File: src/rtl/sc_score_keeper.sv
// sc_score_keeper
//   Score keeper for one game at a time. Play is armed once level progress
//   reaches a threshold. Each press of the active-low point request adds
//   (current level + 1) to the score, saturating at SCORE_MAX. When the player
//   loses, the final score is folded into the high score. A clear starts a new
//   game and leaves the high score in place.
//
// Ports
//   SC_POINTSCOUNTER_CLOCK_50        in   system clock, rising edge
//   SC_POINTSCOUNTER_RESET_InHigh    in   async reset, active-high
//   SC_SCORE_KEEPER_upCount_inLow    in   point request, one event per high->low
//   SC_SCORE_KEEPER_LevelProgress_In in   level progress, arms play at threshold
//   SC_SCORE_KEEPER_CurrentLvl_In    in   current level, 0-based
//   SC_SCORE_KEEPER_PlayerLose_inLow in   player lost, active-low
//   SC_SCORE_KEEPER_Clear_InHigh     in   synchronous new-game clear
//   SC_SCORE_KEEPER_Score_OutBus     out  current score (registered)
//   SC_SCORE_KEEPER_HighScore_OutBus out  best final score since reset
//   SC_SCORE_KEEPER_Saturated_Out    out  score == SCORE_MAX
//   SC_SCORE_KEEPER_State_Out        out  FSM state
//
// State    | meaning
// IDLE  00 | waiting for level progress to arm play; requests ignored
// RUN   01 | game in progress; requests add points
// GAMEOVER 10 | player lost; score frozen until clear
module sc_score_keeper #(
  parameter int DATAWIDTH_BUS      = 8,
  parameter int SCORE_MAX          = 200,
  parameter int PROGRESS_WIDTH     = 5,
  parameter int PROGRESS_THRESHOLD = 8,
  parameter int LEVEL_WIDTH        = 3
) (
  input  logic                      SC_POINTSCOUNTER_CLOCK_50,
  input  logic                      SC_POINTSCOUNTER_RESET_InHigh,
  input  logic                      SC_SCORE_KEEPER_upCount_inLow,
  input  logic [PROGRESS_WIDTH-1:0] SC_SCORE_KEEPER_LevelProgress_In,
  input  logic [LEVEL_WIDTH-1:0]    SC_SCORE_KEEPER_CurrentLvl_In,
  input  logic                      SC_SCORE_KEEPER_PlayerLose_inLow,
  input  logic                      SC_SCORE_KEEPER_Clear_InHigh,
  output logic [DATAWIDTH_BUS-1:0]  SC_SCORE_KEEPER_Score_OutBus,
  output logic [DATAWIDTH_BUS-1:0]  SC_SCORE_KEEPER_HighScore_OutBus,
  output logic                      SC_SCORE_KEEPER_Saturated_Out,
  output logic [1:0]                SC_SCORE_KEEPER_State_Out
);

  typedef enum logic [1:0] {
    ST_IDLE     = 2'b00,
    ST_RUN      = 2'b01,
    ST_GAMEOVER = 2'b10
  } state_t;

  localparam logic [DATAWIDTH_BUS:0]    MAX_EXT = (DATAWIDTH_BUS+1)'(SCORE_MAX);
  localparam logic [DATAWIDTH_BUS-1:0]  MAX_W   = DATAWIDTH_BUS'(SCORE_MAX);
  localparam logic [PROGRESS_WIDTH-1:0] THRESH  = PROGRESS_WIDTH'(PROGRESS_THRESHOLD);

  state_t                   state_q, state_d;
  logic [DATAWIDTH_BUS-1:0] score_q, score_d;
  logic [DATAWIDTH_BUS-1:0] high_q, high_d;
  logic                     prev_up_q, prev_up_d;

  logic                     up_event;
  logic [DATAWIDTH_BUS:0]   sum_ext;

  // One event per falling edge of the request; holding it low does nothing more.
  assign up_event = prev_up_q & ~SC_SCORE_KEEPER_upCount_inLow;

  // Extra bit keeps the carry so saturation compares against the true sum.
  assign sum_ext = {1'b0, score_q}
                 + (DATAWIDTH_BUS+1)'(SC_SCORE_KEEPER_CurrentLvl_In)
                 + (DATAWIDTH_BUS+1)'(1);

  always_comb begin
    state_d   = state_q;
    score_d   = score_q;
    high_d    = high_q;
    prev_up_d = SC_SCORE_KEEPER_upCount_inLow;

    if (SC_SCORE_KEEPER_Clear_InHigh) begin
      state_d = ST_IDLE;
      score_d = '0;
    end else begin
      unique case (state_q)
        ST_IDLE: begin
          if (SC_SCORE_KEEPER_LevelProgress_In >= THRESH) begin
            state_d = ST_RUN;
          end
        end
        ST_RUN: begin
          // Losing takes priority over a same-cycle point request.
          if (!SC_SCORE_KEEPER_PlayerLose_inLow) begin
            state_d = ST_GAMEOVER;
            if (score_q > high_q) begin
              high_d = score_q;
            end
          end else if (up_event) begin
            if (sum_ext > MAX_EXT) begin
              score_d = MAX_W;
            end else begin
              score_d = sum_ext[DATAWIDTH_BUS-1:0];
            end
          end
        end
        ST_GAMEOVER: begin
          state_d = ST_GAMEOVER;
        end
        default: begin
          state_d = ST_IDLE;
        end
      endcase
    end
  end

  always_ff @(posedge SC_POINTSCOUNTER_CLOCK_50 or posedge SC_POINTSCOUNTER_RESET_InHigh) begin
    if (SC_POINTSCOUNTER_RESET_InHigh) begin
      state_q   <= ST_IDLE;
      score_q   <= '0;
      high_q    <= '0;
      prev_up_q <= 1'b1;
    end else begin
      state_q   <= state_d;
      score_q   <= score_d;
      high_q    <= high_d;
      prev_up_q <= prev_up_d;
    end
  end

  assign SC_SCORE_KEEPER_Score_OutBus     = score_q;
  assign SC_SCORE_KEEPER_HighScore_OutBus = high_q;
  assign SC_SCORE_KEEPER_Saturated_Out    = (score_q == MAX_W);
  assign SC_SCORE_KEEPER_State_Out        = state_q;

endmodule

File: config.mk
export PLATFORM = sky130hd
export DESIGN_NAME = sc_score_keeper
export DESIGN_NICKNAME = d
export VERILOG_FILES = /design/src/rtl/sc_score_keeper.sv
export SDC_FILE = /design/constraint.sdc
export NUM_CORES = 1
export LEC_CHECK = 0
export ABC_AREA = 0
export BUFFER_PORTS_ARGS = -buffer_cell sky130_fd_sc_hd__buf_2
export CAP_MARGIN = 0
export CORE_MARGIN = 4
export CORE_UTILIZATION = 35
export DETAILED_ROUTE_END_ITERATION = 6
export SETUP_SLACK_MARGIN = 0.4
export SLEW_MARGIN = 20
export SYNTH_ARGS = -nofsm -noshare
export SYNTH_HDL_FRONTEND = slang
export SYNTH_SLANG_ARGS = --single-unit
File: constraint.sdc
create_clock -name SC_POINTSCOUNTER_CLOCK_50 -period 3.17 [get_ports SC_POINTSCOUNTER_CLOCK_50]
set_clock_uncertainty 0.1 [all_clocks]
set_input_delay 0.634 -clock SC_POINTSCOUNTER_CLOCK_50 [delete_from_list [all_inputs] [get_ports SC_POINTSCOUNTER_CLOCK_50]]
set_output_delay 0.634 -clock SC_POINTSCOUNTER_CLOCK_50 [all_outputs]
set_load 0.03 [all_outputs]
Yosys cells after proc, flatten, opt, wreduce, memory -nomap -nowiden --
Cells that the tools add are included. W data, S select, Z words.
Storage, ports and cells: output and inout bits 19, flip-flop bits (word level) 19, input port bits 13, word-level logic and storage cells 34
Operators by class: $lt $le $gt $ge 3, add/sub/neg operators 2, reductions and logical operators 7, bitwise operators 4, equal/unequal tests 5, muxes and demuxes 9
Operators with widths (count):
- $mux W8 | 5
- $add A8 B3 Y9 | 1
- $add A9 B1 Y9 const B | 1
- $gt A9 B8 Y1 const B | 1
- $eq A8 B8 Y1 const B | 1
- $gt A8 B8 Y1 | 1
- $mux W2 | 3
- $ne A3 B3 Y1 const B | 2
- $pmux W2 S3 | 1
- $reduce_bool A2 Y1 | 3
- $ge A5 B4 Y1 const B | 1
- $reduce_and A4 Y1 | 1
- $not A1 Y1 | 3
- $reduce_and A3 Y1 | 1
- $eq A2 B1 Y1 const B | 1
- $eq A2 B2 Y1 const B | 1
- $logic_not A2 Y1 | 1
- $reduce_and A2 Y1 | 1
- $and A1 B1 Y1 | 1

Longest topological paths before layout --
Gate-level depths: netlist of run 1.
depth in word-level cells 8, mapped depth 11, gate-level depth less buffers 10

Least setup slack after synthesis of run 1 --
Ideal clock, no wire load.
path kind reg-to-output, start reg score_q[3], in the netlist SC_SCORE_KEEPER_Score_OutBus[3], end out SC_SCORE_KEEPER_Saturated_Out, data required time 2.436 ns, slack 0.340 ns, cell stages (with the launch flop) 5, arrival 2.096 ns, path buffers 1, cell sequence dfrtp_1 -> buf_2 -> inv_2 -> or4_1 -> nor4_1
Between the ends: cells in the longest elaborated chain, start to end 1
Ends and longest elaborated chain:
- start: declaration | RTL line 56 | logic [DATAWIDTH_BUS-1:0] score_q, score_d;
- start signal: assignment | RTL line 120 | score_q <= score_d;
- $eq A8 B8 Y1 | RTL line 128 | assign SC_SCORE_KEEPER_Saturated_Out = (score_q == MAX_W);
- end: declaration | RTL line 41 | output logic SC_SCORE_KEEPER_Saturated_Out,
No other way between the ends.

Final worst setup path of run 1 --
Same ends and word-level chain as after synthesis.

==> metrics.txt, run 1 <==
RSZ-0062 raised after global routing false; Post-Syn Area 0.00145 mm2; H-tree depth 1; Critical Path AT 1.82 ns; Peak VDD IR approximately 0.20 mV; top cells by area, synth dfrtp_1 (31%), ha_1 (11%), inv_1 (3.9%); FFs w/ async S/R, synth between 90% and 100%; LEAKAGE about 0.79 nW; Seq/Total Area, Yosys between 30 and 40%; CP Capture Type output pin; number of CTS-inserted buffers 3; status complete, no violations; fmax 391 MHz; clock tree buffer depth 2; r2r worst-path depth 10; Max-slew headroom 52.4%; worst path bufs/invs 2; syn nets 192; Nets 220; FILL cells a little under 400; final critical-path required period 2.56 ns; Seq pwr share 45.8%; total number of vias 1,280; initial antenna violation count 0; Post-synth top cells dfrtp_1 (18), inv_1 (15), nand2_1 (14), nor2_1 (14), ha_1 (13); RR Endpoint SC_SCORE_KEEPER_Score_OutBus[4]; GRT Total Usage 13.7%; die area 0.00524 mm2; DR vias/cell 5.29; sequential cell area between 400 and 500 um2; Yosys top cell area share a little under a third; Main synth FF type dfrtp_1; GPL Wtd Cong 0.828; CTS tree built; cell internal pwr 403 uW; Hold Buf Count CTS 0; total negative slack 0 ns; Routed WL 3.34 mm; drt drc 0; Finish-stage setup viols 0; first-pass GRT wire length around 5.8 mm; Pre-antenna DRT Iters 4; CP top delay family simple AND/OR/NAND/NOR gates; Mean Syn Cell Area 8.79 um2; Reg2Reg Launch Point SC_SCORE_KEEPER_Score_OutBus[0]; PwrDens 346 mW/mm2; area of the multi-input gates 867 um2; WS Path Type reg2out; Unique masters post-synth 45; clk sink count 19; YS warnings 0; Wirelength per Cell 13.8 um; cell row count 23; Crit Path Max Fanout 12; Die Ht 72.4 um; clock share of power 27.9%; max-cap viol count 0; CP startpoint SC_SCORE_KEEPER_Score_OutBus[3]; switch share 31.2%; startpoint types flop; Final Max Slew Viols 0; worst setup margin 0.611 ns; layout cell share with drive strength beyond 1 23.4%; final hold violation count 0; most area-hungry cell type in the Yosys netlist dfrtp_1; largest net degree at the start of global routing 20; CP cell instances inv_2 > or4_1 > nor4_2 > buf_2; die span in x 72.4 um; DP HPWL 2.49 mm; clk root buf clkbuf_8; Worst Max-Slew Pin Slew 0.714 ns; Logic pwr share 26.3%; Synth Instances about 170; # port buffers 28; #FFs+latches synth 19; grt ovf 0; First DRT Iteration DRCs 40; Tcrit/Tclk final 80.7%; number of synthesized flops with an enable pin 0; Layout area overhead 16.5%; antenna diode count 0; Worst Hold Margin about 0.39 ns; number of global-route vias before repair 1,251; Worst path slowest cell dfrtp_1; slowest stage delay, CP 0.60 ns; antenna-violating nets left 0; Top Ports 32; reg2reg setup slack about 0.62 ns; clock latency on the worst-skew pair about 0.25 ns; Initial Util between 30% and 40%; Net Switching 183 uW; Place WS 0.154 ns; clock-pin transition on the worst setup and hold timing paths 0.07 ns; WP data required around 2.4 ns; Core Region approximately 0.004 mm2; Hold Path Class in2async; count leader, synth dfrtp_1
[through the flow]
stage | instances | cell area (um2) | util, % | power [mW]
after floorplan | 165 | 1460 | - | 0.386
after detailed placement | 237 | 1630 | 40.8 | 0.423
after global routing | 242 | 1690 | 42.2 | 0.626
after CTS | 241 | 1680 | 41.9 | 0.593
final | 242 | 1690 | 42.2 | 0.585
after global placement | 237 | 1630 | 40.8 | 0.421
[cell families after synthesis]
logic type	synth area share [%]
AOI/OAI and AO/OA	16.7
DFF	32.9
muxes	7.33
adders and majority gates	12.6
xor gates and xnor gates	1.21
buffers and inverters	8.11
and+or+nand+nor	21.1
[area by class of cell]
type                       count  area share, %
clock buffer                   4           2.67
inverter                      16           3.56
multi-input combinational    120           51.3
sequential                    19           28.2
tap                           50           3.70
timing repair buffer          33           10.5
[power groups by stage]
stage          clock network, mW  registers [mW]  logic [mW]
2_1_floorplan                  0           0.292      0.0937
3_3_place_gp                   0           0.272       0.149
3_5_place_dp                   0           0.273       0.150
4_1_cts                    0.174           0.268       0.151
5_1_grt                    0.187           0.270       0.169
6_report                   0.163           0.268       0.154
[timing repair]
item | 4_1_cts | 5_1_grt
setup endpoints to repair | 1 | 6
pin swaps | 1 | 1
gates resized for setup | 0 | 2
setup buffers | 0 | 1
[routing by layer]
metal	GRT usage (%)	wire length [um]	vias up
li1	-	-	648
met1	17.8	1610	596
met5	0	0	-
met4	3.89	25	0
met3	4.02	205	4
met2	22.1	1500	32
[placed cells by master (no fill, tap or decap), types with 2 or more instances in the layout]
master	instances
a211oi_1	2
a21o_1	2
a21oi_1	8
a22oi_1	3
a31oi_1	3
and3_1	3
buf_2	28
buf_4	5
clkbuf_8	3
dfrtp_1	18
ha_1	13
inv_1	15
mux2_1	5
mux2i_1	5
nand2_1	14
nand3_1	5
nand3b_1	2
nor2_1	14
nor2b_1	2
nor3_1	7
nor4_1	3
nor4_2	2
o2111ai_1	2
o21a_1	3
o21ai_0	3
o31ai_1	2
xnor2_1	2
[worst max-delay path by stage]
stage,depth (start not counted),slack (ns),to
2_1_floorplan,11,0.55,SC_SCORE_KEEPER_Score_OutBus[0]
3_3_place_gp,11,0.17,SC_SCORE_KEEPER_Score_OutBus[4]
3_5_place_dp,11,0.15,SC_SCORE_KEEPER_Score_OutBus[4]
4_1_cts,10,0.42,SC_SCORE_KEEPER_Score_OutBus[4]
5_1_grt,10,0.41,SC_SCORE_KEEPER_Score_OutBus[5]
6_report,4,0.61,SC_SCORE_KEEPER_Saturated_Out
[sequential cells by signal, summed over array words and instances, names as in the netlist]
register and count:
SC_SCORE_KEEPER_HighScore_OutBus 8, SC_SCORE_KEEPER_Score_OutBus 8, SC_SCORE_KEEPER_State_Out 2, prev_up_q 1
No activity file was read; power rests on OpenSTA's default activity.
==> run 2: changes to the inputs <==
==> constraint.sdc (replaced) <==
create_clock -name SC_POINTSCOUNTER_CLOCK_50 -period 2.5 [get_ports SC_POINTSCOUNTER_CLOCK_50]
set_clock_uncertainty 0.1 [all_clocks]
set_input_delay 0.5 -clock SC_POINTSCOUNTER_CLOCK_50 [delete_from_list [all_inputs] [get_ports SC_POINTSCOUNTER_CLOCK_50]]
set_output_delay 0.5 -clock SC_POINTSCOUNTER_CLOCK_50 [all_outputs]
set_load 0.03 [all_outputs]
==> run 2 against run 1 <==
  * First-iteration DRC count down 7.5%
  * Combinational power up 46%
  * Flip-flop and latch count unchanged
  * Final cell count up 7.4%
  * Via count up 9.8%
  * Utilization up 7.7 points
  * Non-clock buffer count up 18
  * Sequential share of layout area down 4.0 points
  * Final area up 18%
  * Critical path type is now reg2reg
  * Critical endpoint is now SC_SCORE_KEEPER_Score_OutBus[3]
==> metrics.txt, run 2 (same netlist as run 1, synthesis figures left out) <==
Worst path slowest cell fa_2 (was dfrtp_1); Hold Path Class in2reg (was in2async); WS Path Type reg2reg (was reg2out); DP Cell Count 243 (was 237); LEAKAGE 0.883 nW (was 0.793 nW); Nets 238 (was 220); Finish-stage setup viols 0 (unchanged); Tcrit/Tclk final 93.0%; Routed WL 3.91 mm (was 3.34 mm); Layout Cells excl Fill 260 (was 242); Core Region 0.00400 mm2 (unchanged); total number of vias 1,406 (was 1,280); die span in x 72.4 um (unchanged); Hold Buf Count CTS 0 (unchanged); final critical-path required period 2.33 ns; DP Area 0.00175 mm2 (was 0.00163 mm2); First DRT Iteration DRCs 37 (was 40); GRT Total Usage 16.1% (was 13.7%); Place WS -0.132 ns (was 0.154 ns); drt drc 0 (unchanged); commonest cells after routing, fill and taps aside buf_2 (27), buf_4 (17), nor2_1 (14), nand2_1 (14), dfrtp_1 (13) (was buf_2 (28), dfrtp_1 (18), inv_1 (15), nor2_1 (14), nand2_1 (14)); DP HPWL 2.91 mm (was 2.49 mm); CP Capture Type flop (was output pin); startpoint types flop (unchanged); r2r worst-path depth 11 (was 10); Peak VDD IR 0.248 mV (was 0.197 mV); final hold violation count 0 (unchanged); Final Max Slew Viols 0 (unchanged); clock tree buffer depth 2 (unchanged); Worst Hold Margin 0.251 ns (was 0.388 ns); clk root buf clkbuf_8 (unchanged); clock-pin transition on the worst setup and hold timing paths 0.07 ns (about the same); layout cell share with drive strength beyond 1 43.3% (was 23.4%); largest net degree at the start of global routing 20 (unchanged); die area 0.00524 mm2 (unchanged); # port buffers 28 (unchanged); Critical Path AT 2.35 ns (was 1.82 ns); status complete, no violations (unchanged); Top Ports 32 (unchanged); antenna-violating nets left 0 (unchanged); CP startpoint SC_SCORE_KEEPER_Score_OutBus[0] (was SC_SCORE_KEEPER_Score_OutBus[3]); fin area 0.00200 mm2 (was 0.00169 mm2); FILL cells 384 (was 393); number of CTS-inserted buffers 3 (unchanged); Logic pwr share 28.9% (was 26.3%); Pre-antenna DRT Iters 4 (unchanged); clk sink count 19 (unchanged); Wirelength per Cell 15.0 um (was 13.8 um); grt ovf 0 (unchanged); most common library cell in the layout ignoring fill and taps buf_2 (unchanged); CTS tree built (unchanged); clock share of power 27.3% (was 27.9%); slowest stage delay, CP 0.37 ns (was 0.60 ns); reg2reg setup slack 0.17 ns (was 0.62 ns); cell row count 23 (unchanged); PwrDens 389 mW/mm2 (was 346 mW/mm2); Seq pwr share 43.8% (was 45.8%); H-tree depth 1 (unchanged); CP top delay family compound AO/OA/AOI/OAI gates (was simple AND/OR/NAND/NOR gates); max-cap viol count 0 (unchanged); number of global-route vias before repair 1,429 (was 1,251); worst path bufs/invs 2 (unchanged); Hold Path End prev_up_q; CP cell instances inv_2 > ha_4 > fa_2 > nor2b_4 > or2_4 > buf_4 > a41oi_2 > o2111ai_2 > a21oi_1 > nor2_1 > a211oi_2 (was inv_2 > or4_1 > nor4_2 > buf_2); antenna diode count 0 (unchanged); Worst Max-Slew Pin Slew 0.751 ns (was 0.714 ns); GPL Wtd Cong 0.831 (was 0.828); Net Switching 251 uW (was 183 uW); Die Ht 72.4 um (unchanged); worst setup margin 0.175 ns (was 0.611 ns); first-pass GRT wire length 6.72 mm (was 5.75 mm); Crit Path Max Fanout 5 (was 12); RR Endpoint SC_SCORE_KEEPER_Score_OutBus[3] (was SC_SCORE_KEEPER_Score_OutBus[4]); Layout area overhead 37.7% (was 16.5%); initial antenna violation count 0 (unchanged); hold_sp SC_SCORE_KEEPER_upCount_inLow; Reg2Reg Launch Point SC_SCORE_KEEPER_Score_OutBus[0] (unchanged); RSZ-0062 raised after global routing true (was false); switch share 32.3% (was 31.2%); fin util 49.9% (was 42.2%); Max-slew headroom 49.8% (was 52.4%); clock latency on the worst-skew pair 0.25 ns (about the same); Initial Util 36.3% (unchanged); WP data required 2.53 ns (was 2.44 ns); cell internal pwr 525 uW (was 403 uW); fmax about 430 MHz; WHS Path Cells 1; DR vias/cell 5.41 (was 5.29)
[run 2: cell types whose count changed in the layout (fill, tap and decap cells not counted), sizes merged]
cell,before,now
buf,33,51
clkbuf,4,3
clkinv,0,1
[run 2: worst max path at each step]
| stage | endpoint | slack (ns) | cells past startpoint |
|---|---|---|---|
| final | SC_SCORE_KEEPER_Score_OutBus[3] | 0.17 | 11 |
| after global placement | SC_SCORE_KEEPER_Score_OutBus[0] | -0.09 | 11 |
| after floorplan | SC_SCORE_KEEPER_Saturated_Out | 0.14 | 4 |
| after global routing | SC_SCORE_KEEPER_Score_OutBus[5] | 0.11 | 11 |
| after CTS | SC_SCORE_KEEPER_Saturated_Out | 0.19 | 3 |
| after detailed placement | SC_SCORE_KEEPER_Score_OutBus[5] | -0.13 | 11 |
[run 2: power groups by stage]
stage	clock, mW	sequential, mW	combinational [mW]
2_1_floorplan	0	0.372	0.124
3_3_place_gp	0	0.344	0.202
3_5_place_dp	0	0.347	0.209
4_1_cts	0.217	0.340	0.216
5_1_grt	0.236	0.342	0.253
6_report	0.212	0.340	0.225
[run 2: area by class of cell]
cell class,count,area (um2),share of cell area (%)
inverter,16,60.1,3.01
timing repair buffer,51,342,17.1
tap,50,62.6,3.13
clock inverter,1,5.00,0.251
clock buffer,3,41.3,2.07
sequential,19,483,24.2
multi-input combinational,120,1000,50.3
[run 2: per-layer routing]
layer,vias up,share of wire [%],routed length (um),global-route usage [%]
met4,0,1.7,65,5.33
met2,38,49,1930,27.8
met5,-,0,0,0
met1,682,45,1750,20.5
met3,6,4.3,170,2.22
li1,680,-,-,-
[run 2: through the flow]
stage	TNS [ns]	power (mW)
2_1_floorplan	0	0.496
3_3_place_gp	-0.310	0.546
3_5_place_dp	-0.632	0.556
4_1_cts	0	0.773
5_1_grt	0	0.831
6_report	0	0.777
[run 2: timing repair]
item / 4_1_cts / 5_1_grt
endpoints found under the setup margin: 12 / 17
pin swaps: 8 / 7
setup buffers: 8 / 5
gates resized for setup: 12 / 14
[run 2: worst reg2reg max path, stage by stage, from the launching register on]
cell and delay [ns]:
dfrtp_2 0.36, inv_2 0.05, ha_4 0.16, fa_2 0.37, nor2b_4 0.16, or2_4 0.17, buf_4 0.14, a41oi_2 0.13
o2111ai_2 0.25, a21oi_1 0.11, nor2_1 0.16, a211oi_2 0.05
